===== config.mk =====
export PLATFORM = sky130hd
export DESIGN_NAME = fetch_sequencer
export DESIGN_NICKNAME = d
export VERILOG_FILES = /design/src/rtl/jac_isa_pkg.sv /design/src/rtl/next_pc_calc.sv /design/src/rtl/fetch_sequencer.sv
export SDC_FILE = /design/constraint.sdc
export NUM_CORES = 1
export LEC_CHECK = 0
export ABC_AREA = 1
export BUFFER_PORTS_ARGS = -buffer_cell sky130_fd_sc_hd__clkbuf_2
export CORE_MARGIN = 2
export CORE_UTILIZATION = 53
export CTS_CLUSTER_DIAMETER = 120
export DETAILED_ROUTE_END_ITERATION = 8
export PLACE_DENSITY = 0.81
export REMOVE_ABC_BUFFERS = 1
export SYNTH_ARGS = -nofsm -noshare
export SYNTH_HDL_FRONTEND = slang
export SYNTH_SLANG_ARGS = --single-unit

===== constraint.sdc =====
create_clock -name clk -period 4.11 [get_ports clk]
set_input_delay 0.822 -clock clk [delete_from_list [all_inputs] [get_ports clk]]
set_output_delay 0.822 -clock clk [all_outputs]
set_load 0.05 [all_outputs]

===== src/rtl/jac_isa_pkg.sv =====
// Instruction-set constants shared by the fetch stage: opcodes, field
// positions, fetch FSM states and the next-pc selector.
package jac_isa_pkg;

   localparam logic [4:0] OP_NOP  = 5'b00000;
   localparam logic [4:0] OP_GOTO = 5'b10000;
   localparam logic [4:0] OP_IFZ  = 5'b10001;
   localparam logic [4:0] OP_IFNZ = 5'b10010;
   localparam logic [4:0] OP_IFEQ = 5'b10011;
   localparam logic [4:0] OP_IFST = 5'b10100;
   localparam logic [4:0] OP_IFGT = 5'b10101;

   localparam int OPC_HI   = 15;
   localparam int OPC_LO   = 11;
   localparam int PARAM_HI = 7;
   localparam int PARAM_LO = 0;

   typedef enum logic {
      ST_RUN       = 1'b0,
      ST_COND_WAIT = 1'b1
   } fetch_state_e;

   typedef enum logic [1:0] {
      PC_INC  = 2'd0,
      PC_SKIP = 2'd1,
      PC_JUMP = 2'd2
   } pc_kind_e;

   function automatic logic is_cond(input logic [4:0] opc);
      return (opc == OP_IFZ) || (opc == OP_IFNZ) || (opc == OP_IFEQ) ||
             (opc == OP_IFST) || (opc == OP_IFGT);
   endfunction

   function automatic logic cond_taken(input logic [4:0] opc, input logic zero,
                                       input logic eq, input logic st, input logic gt);
      logic taken;
      taken = 1'b0;
      case (opc)
         OP_IFZ:  taken = zero;
         OP_IFNZ: taken = !zero;
         OP_IFEQ: taken = eq;
         OP_IFST: taken = st;
         OP_IFGT: taken = gt;
         default: taken = 1'b0;
      endcase
      return taken;
   endfunction

endpackage


===== src/rtl/next_pc_calc.sv =====
// Combinational next-pc: increment, skip (pc+1+param) or jump (param),
// computed one bit wider so out-of-range targets fold back to 0.
module next_pc_calc
   import jac_isa_pkg::*;
#(
   parameter int PC_WIDTH = 8,
   parameter int CMD_CNT  = 64
) (
   input  logic [PC_WIDTH-1:0] pc_i,
   input  logic [PC_WIDTH-1:0] param_i,
   input  pc_kind_e            kind_i,
   output logic [PC_WIDTH-1:0] next_pc_o,
   output logic                wrap_o
);

   localparam logic [PC_WIDTH:0] PC_ONE = {{PC_WIDTH{1'b0}}, 1'b1};
   localparam logic [PC_WIDTH:0] LIMIT  = (PC_WIDTH + 1)'(CMD_CNT);

   logic [PC_WIDTH:0] sum_w;

   always_comb begin
      sum_w = {1'b0, pc_i} + PC_ONE;
      case (kind_i)
         PC_INC:  sum_w = {1'b0, pc_i} + PC_ONE;
         PC_SKIP: sum_w = {1'b0, pc_i} + {1'b0, param_i} + PC_ONE;
         PC_JUMP: sum_w = {1'b0, param_i};
         default: sum_w = {1'b0, pc_i} + PC_ONE;
      endcase
   end

   assign wrap_o    = (sum_w >= LIMIT);
   assign next_pc_o = wrap_o ? '0 : sum_w[PC_WIDTH-1:0];

endmodule


===== src/rtl/fetch_sequencer.sv =====
// Fetch/control-flow stage: resolves nop, goto and conditional skips locally
// and hands every other word to execute through a one-entry valid/ready slot.
module fetch_sequencer
   import jac_isa_pkg::*;
#(
   parameter int PC_WIDTH = 8,
   parameter int IRWidth  = 16,
   parameter int CMD_CNT  = 64
) (
   input  logic                clk,
   input  logic                res_n,
   output logic [PC_WIDTH-1:0] pc,
   input  logic [IRWidth-1:0]  ir,
   output logic [IRWidth-1:0]  instr,
   output logic                instr_valid,
   input  logic                instr_ready,
   input  logic                flags_valid,
   input  logic                flag_zero,
   input  logic                flag_eq,
   input  logic                flag_st,
   input  logic                flag_gt,
   input  logic                halt,
   output logic                pc_wrap
);

   fetch_state_e        state_q, state_d;
   logic [PC_WIDTH-1:0] pc_q, pc_d;
   logic [IRWidth-1:0]  instr_q, instr_d;
   logic                valid_q, valid_d;
   logic                wrap_q, wrap_d;

   logic [4:0]          opcode;
   logic [PC_WIDTH-1:0] param;
   logic                slot_free;
   logic                cond_ready;
   logic                taken;
   pc_kind_e            kind;
   logic [PC_WIDTH-1:0] npc;
   logic                npc_wrap;

   assign opcode     = ir[OPC_HI:OPC_LO];
   assign param      = ir[PARAM_LO +: PC_WIDTH];
   assign slot_free  = !valid_q || instr_ready;
   assign cond_ready = !valid_q && flags_valid;
   assign taken      = cond_taken(opcode, flag_zero, flag_eq, flag_st, flag_gt);

   // Kind depends only on the word and flags, keeping the pc adder out of the FSM loop.
   always_comb begin
      kind = PC_INC;
      if (opcode == OP_GOTO) begin
         kind = PC_JUMP;
      end else if (is_cond(opcode) && taken) begin
         kind = PC_SKIP;
      end
   end

   next_pc_calc #(
      .PC_WIDTH (PC_WIDTH),
      .CMD_CNT  (CMD_CNT)
   ) u_next_pc (
      .pc_i      (pc_q),
      .param_i   (param),
      .kind_i    (kind),
      .next_pc_o (npc),
      .wrap_o    (npc_wrap)
   );

   always_comb begin
      state_d = state_q;
      pc_d    = pc_q;
      instr_d = instr_q;
      valid_d = valid_q && !instr_ready;
      wrap_d  = 1'b0;
      case (state_q)
         ST_RUN: begin
            if (!halt && slot_free) begin
               if (opcode == OP_GOTO || opcode == OP_NOP) begin
                  pc_d   = npc;
                  wrap_d = npc_wrap;
               end else if (is_cond(opcode)) begin
                  if (cond_ready) begin
                     pc_d   = npc;
                     wrap_d = npc_wrap;
                  end else begin
                     state_d = ST_COND_WAIT;
                  end
               end else begin
                  instr_d = ir;
                  valid_d = 1'b1;
                  pc_d    = npc;
                  wrap_d  = npc_wrap;
               end
            end
         end
         ST_COND_WAIT: begin
            // halt is deliberately ignored here; it only gates the following fetch.
            if (cond_ready) begin
               pc_d    = npc;
               wrap_d  = npc_wrap;
               state_d = ST_RUN;
            end
         end
         default: state_d = ST_RUN;
      endcase
   end

   always_ff @(posedge clk) begin
      if (!res_n) begin
         state_q <= ST_RUN;
         pc_q    <= '0;
         instr_q <= '0;
         valid_q <= 1'b0;
         wrap_q  <= 1'b0;
      end else begin
         state_q <= state_d;
         pc_q    <= pc_d;
         instr_q <= instr_d;
         valid_q <= valid_d;
         wrap_q  <= wrap_d;
      end
   end

   assign pc          = pc_q;
   assign instr       = instr_q;
   assign instr_valid = valid_q;
   assign pc_wrap     = wrap_q;

endmodule


==> results.toml <==
[global_route]
antenna_found_initial = 0
grt_util_met3 = 0.0462
grt_max_degree = 25
grt.met1_usage = 0.325
grt_use_total = 0.236
grt_use_met2 = 0.378
grt_overflow = 0
grt_pass1_vias = 1494
gr-max-usage-layer = "met2"
grt_pass1_wl_um = 6580

[worst_setup_path]
critPathMaxFanout = 24
required_ns = 4.36
r2r_cells = 12
arrival_ns = 2.55
r2r_end = "pc_wrap"
worstSetupEndpointType = "register"
r2r_slack_ns = 1.95
startpoint_type = "input pin"
path_class = "input pin to register"
reg2reg_from = "pc[0]"

[synth]
synthDistinctLibCells = 36
ys_seq_area_frac = 0.310
syn_area_um2 = 1740
synth_seq_cells = 27
synth_warnings = 0
syn_avg_cell_area_um2 = 6.98
synth_cells = 250

[placed_design]
gp_congestion = 0.878
dp_hpwl_um = 3220
port_buffers = 50
place_inst = 340

[clocking]
clk_pin_slew_ns = 0.14
cts_setup_buffers = 0
clk_latency_ns = 0.34
h-tree-depth = 1
cts_made_buffers = 3
root_buffer = "clkbuf_4"
cts_tree = "built"
cts_buffer_depth = 2
cts.sink_count = 27
ctsHoldBuffers = 0
post_cts_resized = 0

[floorplan]
die_area_um2 = 3770
rows = 20
core-area_um2 = 3100
chipWidth_um = 61.4
die_height_um = 61.4
top_level_ports = 51
start_util = 0.562

[sta]
hold_slack_ns = 0.512
clock.fmax_mhz = 435
layout_min_cycle_time_ns = 2.30
worstMarginPinSlew_ns = 0.996
skew_ns = 0.00621
slew_viol_final = 0
setup_viol = 0
fin_setup_tns_ns = 0
fin_crit_sh = 0.560
relSlewSlack = 0.331
hold_viol_final = 0
rsz0062_at_grt = "no"

[drt]
drt_iter0_drc = 103
wl_per_cell_um = 11.8
antenna_left = 0
drc = 0
dr.pass1.iters = 4
vias = 1763
via_per_inst = 5.13
wl_um = 4060

[cells_and_area]
stdcell_count = 344
diodes = 0
layout-drive-gt1-share = 0.270
area_growth_pct = 18.1
nNetsFinal = 336

[outcome]
status = "completed"

[min_path]
hold_start = "pc[7]"
hold_path.class = "register to register"
hold_depth = 2
worstHoldEndpoint = "pc[7]"

[run]
cap_violations = 0

[pwr]
pwr-share-clk = 0.180
total_leakage_power_nw = 1.02
power_switching_w = 0.000264
p_seq_frac = 0.459
vdd_drop_max_mv = 0.236
design_power_total_w = 0.000651
combPwrFrac = 0.361
internal_power_w = 0.000387
p_sw_frac = 0.406
powerDensity_nw_per_um2 = 316
[power groups by stage]
| stage | registers (W) | logic [W] | clock network (W) |
|---|---|---|---|
| after floorplan | 0.000375 | 0.000102 | 0 |
| after global placement | 0.000304 | 0.000231 | 0 |
| after detailed placement | 0.000305 | 0.000234 | 0 |
| after CTS | 0.000299 | 0.000235 | 0.000120 |
| after global routing | 0.000301 | 0.000258 | 0.000128 |
| final | 0.000299 | 0.000235 | 0.000117 |
[worst max-delay path, cell delays in order]
cell      delay (ns)
clkbuf_2        0.10
inv_1           0.09
nand3_1         0.14
o221ai_2        0.15
nor4_4          0.77
inv_2           0.25
nor2_1          0.17
nor2_1          0.06
[metrics by stage]
step | util | area (um^2) | worst slack (ns)
3_3_place_gp | 0.655 | 2030 | 1.50
3_5_place_dp | 0.655 | 2030 | 1.43
5_1_grt | 0.664 | 2060 | 1.56
4_1_cts | 0.664 | 2060 | 1.80
2_1_floorplan | - | 1730 | 1.78
6_report | 0.664 | 2060 | 1.81
[placed cells by master (no fill, tap or decap), types with 2 or more instances in the layout]
cell type / instances
a21oi_1: 19
a31oi_1: 3
clkbuf_2: 50
clkbuf_4: 3
dfxtp_1: 27
ha_1: 9
inv_1: 27
inv_2: 5
nand2_1: 46
nand2_2: 2
nand2_4: 2
nand3_1: 15
nand3_2: 3
nand4_1: 3
nor2_1: 35
nor2_2: 4
nor2_4: 2
nor3_1: 2
o21ai_0: 20
o22ai_1: 2
xnor2_1: 3
xor2_1: 3
[how the worst max path moves through the flow]
stage / start / endpoint / slack (ns) / depth (start not counted)
floorplan: ir[0] / pc_wrap / 1.78 / 13
global placement: ir[12] / instr[13] / 1.50 / 8
detailed placement: ir[12] / instr[6] / 1.43 / 8
CTS: ir[12] / instr[6] / 1.80 / 8
global route: ir[12] / instr[10] / 1.56 / 8
finish: ir[12] / instr[6] / 1.81 / 8
[cell usage after synthesis (all sizes together)]
cell type	number	area share
and2	1	0.0050
a31oi	3	0.011
a21oi	21	0.069
nand2	50	0.12
clkbuf	2	0.0043
o21ai	21	0.060
nor3	3	0.011
or2	1	0.0036
nor4	1	0.012
o22ai	2	0.0072
xor2	3	0.015
nand4	3	0.011
nand3b	1	0.0043
fa	1	0.011
inv	33	0.072
nor2	41	0.10
o211ai	2	0.011
xnor2	3	0.015
o221ai	2	0.014
ha	9	0.065
dfxtp	27	0.31
nand3	18	0.060
buf	2	0.0057
[per-layer routing]
metal,vias up,share of wire
met2,56,0.46
met1,783,0.47
met3,5,0.055
met5,-,0
met4,0,0.010
li1,919,-
[cell type report]
| type | instances | area (um^2) |
|---|---|---|
| Clock buffer | 3 | 22.5 |
| Clock inverter | 1 | 5.00 |
| Fill cell | 307 | 1040 |
| Inverter | 33 | 126 |
| Multi-Input combinational cell | 186 | 1060 |
| Sequential cell | 27 | 541 |
| Tap cell | 44 | 55.1 |
| Timing Repair Buffer | 50 | 250 |
[kinds of logic after synthesis]
kind of cell	synth area share
adder cells (fa/ha/maj)	0.0760
AO/OA/AOI/OAI	0.172
flip-flops	0.310
XOR/XNOR	0.0301
buffers and inverters	0.0825
AND/OR/NAND/NOR	0.329
[registers in the layout, indices dropped and copies added (netlist names)]
signal / count
instr_valid: 1
instr: 16
pc: 8
state_q: 1
pc_wrap: 1
Power figures use the tool's default switching activity.
